**config.mk**
```make
export PLATFORM = sky130hd
export DESIGN_NAME = sram_like_arbiter_flat
export DESIGN_NICKNAME = d
export VERILOG_FILES = /design/src/rtl/sram_like_arbiter_if.sv /design/src/rtl/sram_like_arbiter.sv /design/src/flat_wrapper.sv
export SDC_FILE = /design/constraint.sdc
export NUM_CORES = 1
export LEC_CHECK = 0
export CAP_MARGIN = 5
export CORE_AREA = 2 2 126 128
export CTS_CLUSTER_SIZE = 40
export DETAILED_ROUTE_END_ITERATION = 16
export DIE_AREA = 0 0 128 130
export SLEW_MARGIN = 30
export SYNTH_ARGS = -nofsm -noshare
export SYNTH_HDL_FRONTEND = slang
export SYNTH_SLANG_ARGS = --single-unit
```
**constraint.sdc**
```tcl
create_clock -name clk -period 2.5 [get_ports clk]
set_input_delay 0.625 -clock clk [delete_from_list [all_inputs] [get_ports clk]]
set_output_delay 0.625 -clock clk [all_outputs]
set_load 0.01 [all_outputs]
```
**src/rtl/sram_like_arbiter_if.sv**
```systemverilog
// Bundled fetch, data and downstream SRAM-like buses for the arbiter.
interface sram_like_arbiter_if;
  // fetch master
  logic        i_req;
  logic        i_wr;
  logic [1:0]  i_size;
  logic [3:0]  i_wstrb;
  logic [31:0] i_addr;
  logic [31:0] i_wdata;
  logic        i_addr_ok;
  logic        i_data_ok;
  logic [31:0] i_rdata;
  // load/store master
  logic        d_req;
  logic        d_wr;
  logic [1:0]  d_size;
  logic [3:0]  d_wstrb;
  logic [31:0] d_addr;
  logic [31:0] d_wdata;
  logic        d_addr_ok;
  logic        d_data_ok;
  logic [31:0] d_rdata;
  // downstream port
  logic        m_req;
  logic        m_wr;
  logic [1:0]  m_size;
  logic [3:0]  m_wstrb;
  logic [31:0] m_addr;
  logic [31:0] m_wdata;
  logic        m_addr_ok;
  logic        m_data_ok;
  logic [31:0] m_rdata;
  logic        busy;

  // arbiter side
  modport slave (
    input  i_req, i_wr, i_size, i_wstrb, i_addr, i_wdata,
    output i_addr_ok, i_data_ok, i_rdata,
    input  d_req, d_wr, d_size, d_wstrb, d_addr, d_wdata,
    output d_addr_ok, d_data_ok, d_rdata,
    output m_req, m_wr, m_size, m_wstrb, m_addr, m_wdata,
    input  m_addr_ok, m_data_ok, m_rdata,
    output busy
  );

  // environment side (masters plus downstream bridge)
  modport master (
    output i_req, i_wr, i_size, i_wstrb, i_addr, i_wdata,
    input  i_addr_ok, i_data_ok, i_rdata,
    output d_req, d_wr, d_size, d_wstrb, d_addr, d_wdata,
    input  d_addr_ok, d_data_ok, d_rdata,
    input  m_req, m_wr, m_size, m_wstrb, m_addr, m_wdata,
    output m_addr_ok, m_data_ok, m_rdata,
    input  busy
  );
endinterface

```
**src/rtl/sram_like_arbiter.sv**
```systemverilog
// Two-master SRAM-like port arbiter with in-order response routing.
module sram_like_arbiter #(
  parameter int unsigned DEPTH        = 2,
  parameter int unsigned STARVE_LIMIT = 4
) (
  input logic                clk,
  input logic                resetn,
  sram_like_arbiter_if.slave bus
);
  localparam int unsigned PW = (DEPTH > 1) ? $clog2(DEPTH) : 1;
  localparam int unsigned CW = $clog2(DEPTH) + 1;
  localparam int unsigned SW = $clog2(STARVE_LIMIT + 1);

  typedef enum logic {OWN_I = 1'b0, OWN_D = 1'b1} owner_e;

  logic             lock_q, lock_d;
  owner_e           lock_owner_q, lock_owner_d;
  logic [DEPTH-1:0] fifo_q, fifo_d;
  logic [PW-1:0]    wptr_q, wptr_d, rptr_q, rptr_d;
  logic [CW-1:0]    count_q, count_d;
  logic [SW-1:0]    starve_q, starve_d;

  owner_e gnt;
  logic   gnt_valid, req_sel, full, m_req_c, hs, pop, head_is_d;

  function automatic logic [PW-1:0] next_ptr(input logic [PW-1:0] p);
    return (p == PW'(DEPTH - 1)) ? '0 : p + 1'b1;
  endfunction

  // Grant selection: held owner while locked, else data first unless fetch is starved
  always_comb begin
    gnt       = OWN_I;
    gnt_valid = 1'b0;
    if (lock_q) begin
      gnt       = lock_owner_q;
      gnt_valid = 1'b1;
    end else if (bus.d_req && !(bus.i_req && starve_q == SW'(STARVE_LIMIT))) begin
      gnt       = OWN_D;
      gnt_valid = 1'b1;
    end else if (bus.i_req) begin
      gnt       = OWN_I;
      gnt_valid = 1'b1;
    end
  end

  // Downstream request, payload mux and per-master handshake/response strobes
  always_comb begin
    full      = (count_q == CW'(DEPTH));
    req_sel   = (gnt == OWN_D) ? bus.d_req : bus.i_req;
    // resetn gates the request so nothing is issued while reset is held
    m_req_c   = resetn & gnt_valid & req_sel & ~full;
    hs        = m_req_c & bus.m_addr_ok;
    head_is_d = fifo_q[rptr_q];
    pop       = bus.m_data_ok & (count_q != '0);

    bus.m_req   = m_req_c;
    bus.m_wr    = 1'b0;
    bus.m_size  = '0;
    bus.m_wstrb = '0;
    bus.m_addr  = '0;
    bus.m_wdata = '0;
    if (gnt_valid) begin
      if (gnt == OWN_D) begin
        bus.m_wr    = bus.d_wr;
        bus.m_size  = bus.d_size;
        bus.m_wstrb = bus.d_wstrb;
        bus.m_addr  = bus.d_addr;
        bus.m_wdata = bus.d_wdata;
      end else begin
        bus.m_wr    = bus.i_wr;
        bus.m_size  = bus.i_size;
        bus.m_wstrb = bus.i_wstrb;
        bus.m_addr  = bus.i_addr;
        bus.m_wdata = bus.i_wdata;
      end
    end

    bus.i_addr_ok = hs & (gnt == OWN_I);
    bus.d_addr_ok = hs & (gnt == OWN_D);
    bus.i_data_ok = pop & ~head_is_d;
    bus.d_data_ok = pop & head_is_d;
    bus.i_rdata   = bus.m_rdata;
    bus.d_rdata   = bus.m_rdata;
    bus.busy      = (count_q != '0);
  end

  // Next state: lock, owner FIFO, occupancy and starvation counter
  always_comb begin
    lock_d       = lock_q;
    lock_owner_d = lock_owner_q;
    if (m_req_c && !bus.m_addr_ok) begin
      lock_d       = 1'b1;
      lock_owner_d = gnt;
    end else if (hs) begin
      lock_d = 1'b0;
    end

    fifo_d = fifo_q;
    wptr_d = wptr_q;
    rptr_d = rptr_q;
    if (hs) begin
      fifo_d[wptr_q] = (gnt == OWN_D);
      wptr_d         = next_ptr(wptr_q);
    end
    if (pop) begin
      rptr_d = next_ptr(rptr_q);
    end

    count_d = count_q;
    case ({hs, pop})
      2'b10:   count_d = count_q + 1'b1;
      2'b01:   count_d = count_q - 1'b1;
      default: count_d = count_q;
    endcase

    starve_d = starve_q;
    if (!bus.i_req || (hs && gnt == OWN_I)) begin
      starve_d = '0;
    end else if (hs && gnt == OWN_D && starve_q != SW'(STARVE_LIMIT)) begin
      starve_d = starve_q + 1'b1;
    end
  end

  // State registers
  always_ff @(posedge clk or negedge resetn) begin
    if (!resetn) begin
      lock_q       <= 1'b0;
      lock_owner_q <= OWN_I;
      fifo_q       <= '0;
      wptr_q       <= '0;
      rptr_q       <= '0;
      count_q      <= '0;
      starve_q     <= '0;
    end else begin
      lock_q       <= lock_d;
      lock_owner_q <= lock_owner_d;
      fifo_q       <= fifo_d;
      wptr_q       <= wptr_d;
      rptr_q       <= rptr_d;
      count_q      <= count_d;
      starve_q     <= starve_d;
    end
  end
endmodule
```
**src/flat_wrapper.sv**
```systemverilog
// flat-port wrapper written by rule: the top's interface ports become plain ports
module sram_like_arbiter_flat 
#(
  parameter int unsigned DEPTH        = 2,
  parameter int unsigned STARVE_LIMIT = 4
)
  (clk, resetn, bus_i_req, bus_i_wr, bus_i_size, bus_i_wstrb, bus_i_addr, bus_i_wdata, bus_i_addr_ok, bus_i_data_ok, bus_i_rdata, bus_d_req, bus_d_wr, bus_d_size, bus_d_wstrb, bus_d_addr, bus_d_wdata, bus_d_addr_ok, bus_d_data_ok, bus_d_rdata, bus_m_req, bus_m_wr, bus_m_size, bus_m_wstrb, bus_m_addr, bus_m_wdata, bus_m_addr_ok, bus_m_data_ok, bus_m_rdata, bus_busy);
  sram_like_arbiter_if bus_i ();
  input logic clk;
  input logic resetn;
  input wire logic [$bits(bus_i.i_req)-1:0] bus_i_req;
  input wire logic [$bits(bus_i.i_wr)-1:0] bus_i_wr;
  input wire logic [$bits(bus_i.i_size)-1:0] bus_i_size;
  input wire logic [$bits(bus_i.i_wstrb)-1:0] bus_i_wstrb;
  input wire logic [$bits(bus_i.i_addr)-1:0] bus_i_addr;
  input wire logic [$bits(bus_i.i_wdata)-1:0] bus_i_wdata;
  output wire logic [$bits(bus_i.i_addr_ok)-1:0] bus_i_addr_ok;
  output wire logic [$bits(bus_i.i_data_ok)-1:0] bus_i_data_ok;
  output wire logic [$bits(bus_i.i_rdata)-1:0] bus_i_rdata;
  input wire logic [$bits(bus_i.d_req)-1:0] bus_d_req;
  input wire logic [$bits(bus_i.d_wr)-1:0] bus_d_wr;
  input wire logic [$bits(bus_i.d_size)-1:0] bus_d_size;
  input wire logic [$bits(bus_i.d_wstrb)-1:0] bus_d_wstrb;
  input wire logic [$bits(bus_i.d_addr)-1:0] bus_d_addr;
  input wire logic [$bits(bus_i.d_wdata)-1:0] bus_d_wdata;
  output wire logic [$bits(bus_i.d_addr_ok)-1:0] bus_d_addr_ok;
  output wire logic [$bits(bus_i.d_data_ok)-1:0] bus_d_data_ok;
  output wire logic [$bits(bus_i.d_rdata)-1:0] bus_d_rdata;
  output wire logic [$bits(bus_i.m_req)-1:0] bus_m_req;
  output wire logic [$bits(bus_i.m_wr)-1:0] bus_m_wr;
  output wire logic [$bits(bus_i.m_size)-1:0] bus_m_size;
  output wire logic [$bits(bus_i.m_wstrb)-1:0] bus_m_wstrb;
  output wire logic [$bits(bus_i.m_addr)-1:0] bus_m_addr;
  output wire logic [$bits(bus_i.m_wdata)-1:0] bus_m_wdata;
  input wire logic [$bits(bus_i.m_addr_ok)-1:0] bus_m_addr_ok;
  input wire logic [$bits(bus_i.m_data_ok)-1:0] bus_m_data_ok;
  input wire logic [$bits(bus_i.m_rdata)-1:0] bus_m_rdata;
  output wire logic [$bits(bus_i.busy)-1:0] bus_busy;
  assign bus_i.i_req = bus_i_req;
  assign bus_i.i_wr = bus_i_wr;
  assign bus_i.i_size = bus_i_size;
  assign bus_i.i_wstrb = bus_i_wstrb;
  assign bus_i.i_addr = bus_i_addr;
  assign bus_i.i_wdata = bus_i_wdata;
  assign bus_i_addr_ok = bus_i.i_addr_ok;
  assign bus_i_data_ok = bus_i.i_data_ok;
  assign bus_i_rdata = bus_i.i_rdata;
  assign bus_i.d_req = bus_d_req;
  assign bus_i.d_wr = bus_d_wr;
  assign bus_i.d_size = bus_d_size;
  assign bus_i.d_wstrb = bus_d_wstrb;
  assign bus_i.d_addr = bus_d_addr;
  assign bus_i.d_wdata = bus_d_wdata;
  assign bus_d_addr_ok = bus_i.d_addr_ok;
  assign bus_d_data_ok = bus_i.d_data_ok;
  assign bus_d_rdata = bus_i.d_rdata;
  assign bus_m_req = bus_i.m_req;
  assign bus_m_wr = bus_i.m_wr;
  assign bus_m_size = bus_i.m_size;
  assign bus_m_wstrb = bus_i.m_wstrb;
  assign bus_m_addr = bus_i.m_addr;
  assign bus_m_wdata = bus_i.m_wdata;
  assign bus_i.m_addr_ok = bus_m_addr_ok;
  assign bus_i.m_data_ok = bus_m_data_ok;
  assign bus_i.m_rdata = bus_m_rdata;
  assign bus_busy = bus_i.busy;
  sram_like_arbiter #(.DEPTH(DEPTH), .STARVE_LIMIT(STARVE_LIMIT)) u_core (.clk(clk), .resetn(resetn), .bus(bus_i));
endmodule
```
==> results of run 1 <==
==> registers in the layout (all words and copies together), names as in the netlist <==
| name | cells |
|---|---|
| u_core.lock_owner_q | 1 |
| u_core.rptr_q | 1 |
| u_core.wptr_q | 1 |
| u_core.count_q | 2 |
| u_core.fifo_q | 2 |
| u_core.lock_q | 1 |
| u_core.starve_q | 3 |
==> metrics by stage <==
stage | utilization [%] | area [µm²] | power (mW) | setup TNS (ps) | setup WS, ps
floorplan | - | 2100 | 2.11 | 0 | 125
detailed placement | 27.8 | 4280 | 4.06 | -48010 | -744
global placement | 27.8 | 4280 | 4.06 | -48800 | -743
global route | 31.0 | 4780 | 5.66 | -3210 | -134
CTS | 29.2 | 4510 | 5.04 | -1020 | -97.0
finish | 31.0 | 4780 | 5.24 | -144 | -48.3
==> where the power goes <==
part / internal, mW / switching [mW] / total, mW
Sequential: 0.249 / 0.0579 / 0.307
Combinational: 2.31 / 2.34 / 4.65
Clock: 0.214 / 0.0748 / 0.289
==> layout by cell type, fill, tap and decap left out, drive strengths merged, types with 2 or more instances in the layout <==
cell / instances
nand2: 152
clkdlybuf4s50: 147
buf: 119
a21oi: 72
dfrtp: 11
clkbuf: 6
inv: 6
o21ai: 5
nor2: 4
a31oi: 3
xnor2: 3
ha: 3
mux2i: 2
a311oi: 2
dlygate4sd2: 2
and3: 2
o21a: 2
==> repair_timing <==
item,4_1_cts,5_1_grt
buffers inserted,14,2
hold buffers,0,0
gates resized for setup,332,95
gates cloned,8,2
endpoints found under the setup margin,74,70
pin swaps,10,44
==> kinds of logic after synthesis <==
group                      count (synthesis)
AOI/OAI and AO/OA                         88
and+or+nand+nor                          164
xor gates and xnor gates                   4
DFF                                       11
muxes                                      3
adders and majority gates                  3
buffers and inverters                     94
==> final timing paths <==
path	from	slack [ps]	endpoint	cells after the start
min in group clk	u_core.rptr_q	490	u_core.rptr_q	1
max in group asynchronous	resetn	1870	u_core.rptr_q	2
hold / removal	resetn	480	u_core.wptr_q	2
hold reg to reg	u_core.rptr_q	490	u_core.rptr_q	1
setup reg to reg	u_core.lock_owner_q	560	u_core.count_q[1]	9
setup / recovery	u_core.starve_q[1]	-50	bus_m_wstrb[1]	10
==> cell type report <==
type	instances	area, µm²	share of cell area, %
inverters	6	22.5	0.471
well taps	192	240	5.03
multi-input cells	262	1640	34.3
clock buffers	4	78.8	1.65
flip-flops and latches	11	275	5.76
repair buffers	271	2520	52.8
==> metal layers <==
metal  global-route usage (%)  part of all wire, %  vias to the layer above
li1                         -                    -                     1505
met1                     14.2                   40                     1403
met4                     2.39                  1.6                        0
met2                     20.8                   49                      178
met3                     3.28                  9.5                       21
met5                        0                    0                        -
==> critical path, stage by stage, from the launching register on <==
cell and delay, ps:
dfrtp_1 390, inv_2 90, ha_4 130, and3_4 190, o21a_4 150, buf_6 120, buf_12 120, buf_12 140
nand2_2 60, a21oi_2 140, buf_2 140
==> results.yml, run 1 <==
synth:
  ys_seq_area_share_pct: 13.1
  yosys-top-cells-area: "nand2_1, buf_4, a21oi_1"
  syn_inst: 367
  synth_compound_area_share_pct: 22.3
  yosys_warnings: 0
  synth_xor_area_share_pct: 1.67
  postSynthAreaPerCell_um2: 5.73
  synth.most_common_cell: "nand2_1"
  synth-adder-area-share_pct: 1.78
  synth_top_area_share_pct: 27.1
  ys_types: 31
  synth_top_area_cell: "nand2_1"
  synth_seq_cells: 11
  synth_edf_count: 0
  syn-num-nets: 550
  syn_area_mm2: 0.00210
  synth_top_flop_cell: "dfrtp_1"
  synthSimpleGateAreaFrac_pct: 30.4
  postSynth.asyncResetShare_pct: 100
  synth_common_cells: "nand2_1, a21oi_1, buf_4"
  synth_top_family_by_area: "simple AND/OR/NAND/NOR gates"
  synth.area.mux_share_pct: 1.67
timing:
  grt_setup_unrepaired: "true"
  fin_ws_ps: -48.3
  relSlewSlack_pct: 76.7
  final.period_utilization_pct: 102
  slew_viol_final: 0
  whs_ps: 476
  hold_violations: 0
  max_freq_mhz: 392
  fin_skew_ps: 1.67
  setup_viol: 14
  period_needed_ps: 2550
  worstMarginPinSlew_ps: 347
layout:
  syn2layout_area_growth_pct: 127
  fillCellCount: 1699
  antenna_cells: 0
  fin_nets: 738
  final_cells: 746
  drive_gt1_share_pct: 39.9
cts:
  cts_buffers: 3
  worstSkewPairLatency_ps: 230
  cts_root_buf: "clkbuf_16"
  cts_sinks: 11
  cts_tree: "built"
  clkTransAtPathRegs_ps: 40
  h-tree-depth: 1
  clockBufferDepth: 2
floorplanning:
  rows: 46
  dieArea_mm2: 0.0166
  initial_core_util_pct: 13.6
  core_area_mm2: 0.0154
  die_y_um: 130
  ios: 321
  dieWidth_um: 128
run_status:
  status: "finished, violations left"
  violations: "setup timing"
detailed_routing:
  first_pass_iters: 4
  routed_via_density: 4.16
  via_count: 3107
  initialDrtViolationCount: 63
  route.final.wire_length_mm: 11.4
  wl_per_cell_um: 15.3
  route.antenna.remaining_nets: 0
  drc: 0
grt:
  grt_overflow: 0
  grt_use_total_pct: 11.7
  grt_start_max_net_pins: 25
  grt_antenna_before_repair: 0
  grt_pass1_vias: 2835
  grt_pass1_wl_mm: 15.2
place:
  dp_hpwl_mm: 7.20
  port_buffers: 224
  dp.cells: 721
  place.gp.congestion: 0.783
flow_run:
  max-cap-violations: 0
worst_setup_path:
  crit_required_ps: 1880
  endpoint_kind: "output port"
  arrival_ps: 1920
  cp-start-kind: "register"
  criticalPathCategory: "reg -> out"
  crit_fanout: 5
power:
  irDropWorstVdd_mv: 0.451
  power.density_mw_per_mm2: 1100
  p_leak_nw: 2.13
min_path:
  hold_class: "in -> async"
No activity file was read; power rests on OpenSTA's default activity.
==> run 2, diff against run 1 <==
--- a/config.mk
+++ b/config.mk
@@ -10,6 +10,7 @@
 export CTS_CLUSTER_SIZE = 40
 export DETAILED_ROUTE_END_ITERATION = 16
 export DIE_AREA = 0 0 128 130
+export HOLD_SLACK_MARGIN = 0.12
 export SLEW_MARGIN = 30
 export SYNTH_ARGS = -nofsm -noshare
 export SYNTH_HDL_FRONTEND = slang
==> results of run 2 <==
Final layout, timing and power as in run 1 (identical DEF).
==> run 3, diff against run 2 <==
--- a/config.mk
+++ b/config.mk
@@ -11,6 +11,7 @@
 export DETAILED_ROUTE_END_ITERATION = 16
 export DIE_AREA = 0 0 128 130
 export HOLD_SLACK_MARGIN = 0.12
+export MAX_ROUTING_LAYER = met4
 export SLEW_MARGIN = 30
 export SYNTH_ARGS = -nofsm -noshare
 export SYNTH_HDL_FRONTEND = slang
==> results.yml, run 3 (synthesis results as in run 1) <==
timing:
  hold_violations: 0
  fin_ws_ps: -46.2
  worstMarginPinSlew_ps: 347
  grt_setup_unrepaired: "true"
  max_freq_mhz: 393
  setup_viol: 14
  slew_viol_final: 0
  fin_skew_ps: 1.71
  final.period_utilization_pct: 102
  period_needed_ps: 2550
  relSlewSlack_pct: 76.7
cts:
  cts_sinks: 11
  ctsHoldBuffers: 0
  clkTransAtPathRegs_ps: 40
  cts_root_buf: "clkbuf_16"
  worstSkewPairLatency_ps: 230
  h-tree-depth: 1
  clockBufferDepth: 2
  cts_buffers: 3
  cts_tree: "built"
worst_setup_path:
  crit_fanout: 5
  crit_required_ps: 1880
  cp_cell_sequence: "inv_2, ha_4, and3_4, o21a_4, buf_6, buf_12, buf_12, nand2_2, a21oi_2, buf_2"
  path_common_cell: "buf_12"
  arrival_ps: 1920
  criticalPathCategory: "reg -> out"
  max_stage_delay_ps: 390
  crit_slowest_cell: "dfrtp_1"
  crit_family: "buffers and inverters"
  cp-start-kind: "register"
  cp_num_buf_inv: 5
  endpoint_kind: "output port"
layout:
  fin_nets: 738
  syn2layout_area_growth_pct: 127
  reg.largest.list: "u_core.starve_q (3), u_core.count_q (2), u_core.fifo_q (2)"
  largest_reg_flops: 3
  final_common_cell: "clkdlybuf4s50_1"
  regMostFlops: "u_core.starve_q"
  antenna_cells: 0
  final_util_pct: 31.0
  final_cells: 746
  final_cell_mix: "clkdlybuf4s50_1, nand2_1, buf_2"
  drive_gt1_share_pct: 39.9
floorplanning:
  core_area_mm2: 0.0154
  die_y_um: 130
  dieArea_mm2: 0.0166
  dieWidth_um: 128
  rows: 46
  ios: 321
  initial_core_util_pct: 13.6
run_status:
  status: "finished, violations left"
  violations: "setup timing"
grt:
  grt_start_max_net_pins: 25
  grt_overflow: 0
  grt_pass1_vias: 2838
  grt_pass1_wl_mm: 15.2
  grt_use_total_pct: 12.1
  grt_antenna_before_repair: 0
power:
  p_leak_nw: 2.13
  irDropWorstVdd_mv: 0.451
  power.density_mw_per_mm2: 1100
place:
  dp_hpwl_mm: 7.20
  dp.cells: 721
  port_buffers: 224
  place.gp.congestion: 0.794
detailed_routing:
  first_pass_iters: 4
  via_count: 3109
  route.final.wire_length_mm: 11.4
  wl_per_cell_um: 15.2
  initialDrtViolationCount: 76
  routed_via_density: 4.17
  drc: 0
  route.antenna.remaining_nets: 0
flow_run:
  max-cap-violations: 0
min_path:
  hold_class: "in -> async"
==> run 3: cell counts in the layout (fill, tap and decap cells not counted) <==
Identical to the previous run, type by type.
==> run 3: worst register-to-register path, delay by kind of cell, from the launching register on <==
family                   cells  cell delay, ps
AND/OR/NAND/NOR              2             220
adder cells (fa/ha/maj)      1             300
multiplexers                 1             110
XOR/XNOR                     1             150
AO/OA/AOI/OAI                1             330
flip-flops                   1             390
buffers and inverters        3             370
==> run 3: where the power goes <==
group          internal (mW)  switching (mW)
sequential             0.249          0.0580
combinational           2.31            2.34
clock                  0.214          0.0748
==> run 3: path summary, 6_finish.rpt <==
path	slack, ps	cells after the start	start	endpoint
max reg2reg	560	9	u_core.lock_owner_q	u_core.count_q[1]
max in group asynchronous	1870	2	resetn	u_core.rptr_q
min reg2reg	490	1	u_core.rptr_q	u_core.rptr_q
min	480	2	resetn	u_core.wptr_q
min in group clk	490	1	u_core.rptr_q	u_core.rptr_q
max	-50	10	u_core.starve_q[1]	bus_m_wstrb[1]
==> run 3: final cells by class <==
type | count | area (µm²)
fillers | 1699 | 10600
repair buffers | 271 | 2520
multi-input cells | 262 | 1640
clock buffers | 4 | 78.8
well taps | 192 | 240
flip-flops and latches | 11 | 275
inverters | 6 | 22.5
==> run 3: per-layer routing <==
metal	wire (µm)	vias up	global-route usage, %
li1	-	1505	-
met1	4610	1407	14.5
met2	5550	171	20.8
met3	1010	26	2.75
met4	193	0	2.39
met5	0	-	-
==> run 3: repair_timing <==
action                                  CTS  global route
pin swaps                                10            44
setup buffers                            14             2
gates cloned                              8             2
resized for setup                       332            95
endpoints found under the setup margin   74            70
==> run 3: stage by stage <==
stage | setup WS [ps] | area (µm²) | setup TNS (ps) | hold WS (ps) | power [mW]
6_report | -46.2 | 4780 | -129 | 476 | 5.25
3_3_place_gp | -743 | 4280 | -48800 | 470 | 4.06
3_5_place_dp | -744 | 4280 | -48010 | 484 | 4.06
5_1_grt | -134 | 4780 | -3200 | 506 | 5.67
2_1_floorplan | 125 | 2100 | 0 | 329 | 2.11
4_1_cts | -97.0 | 4510 | -1020 | 489 | 5.04
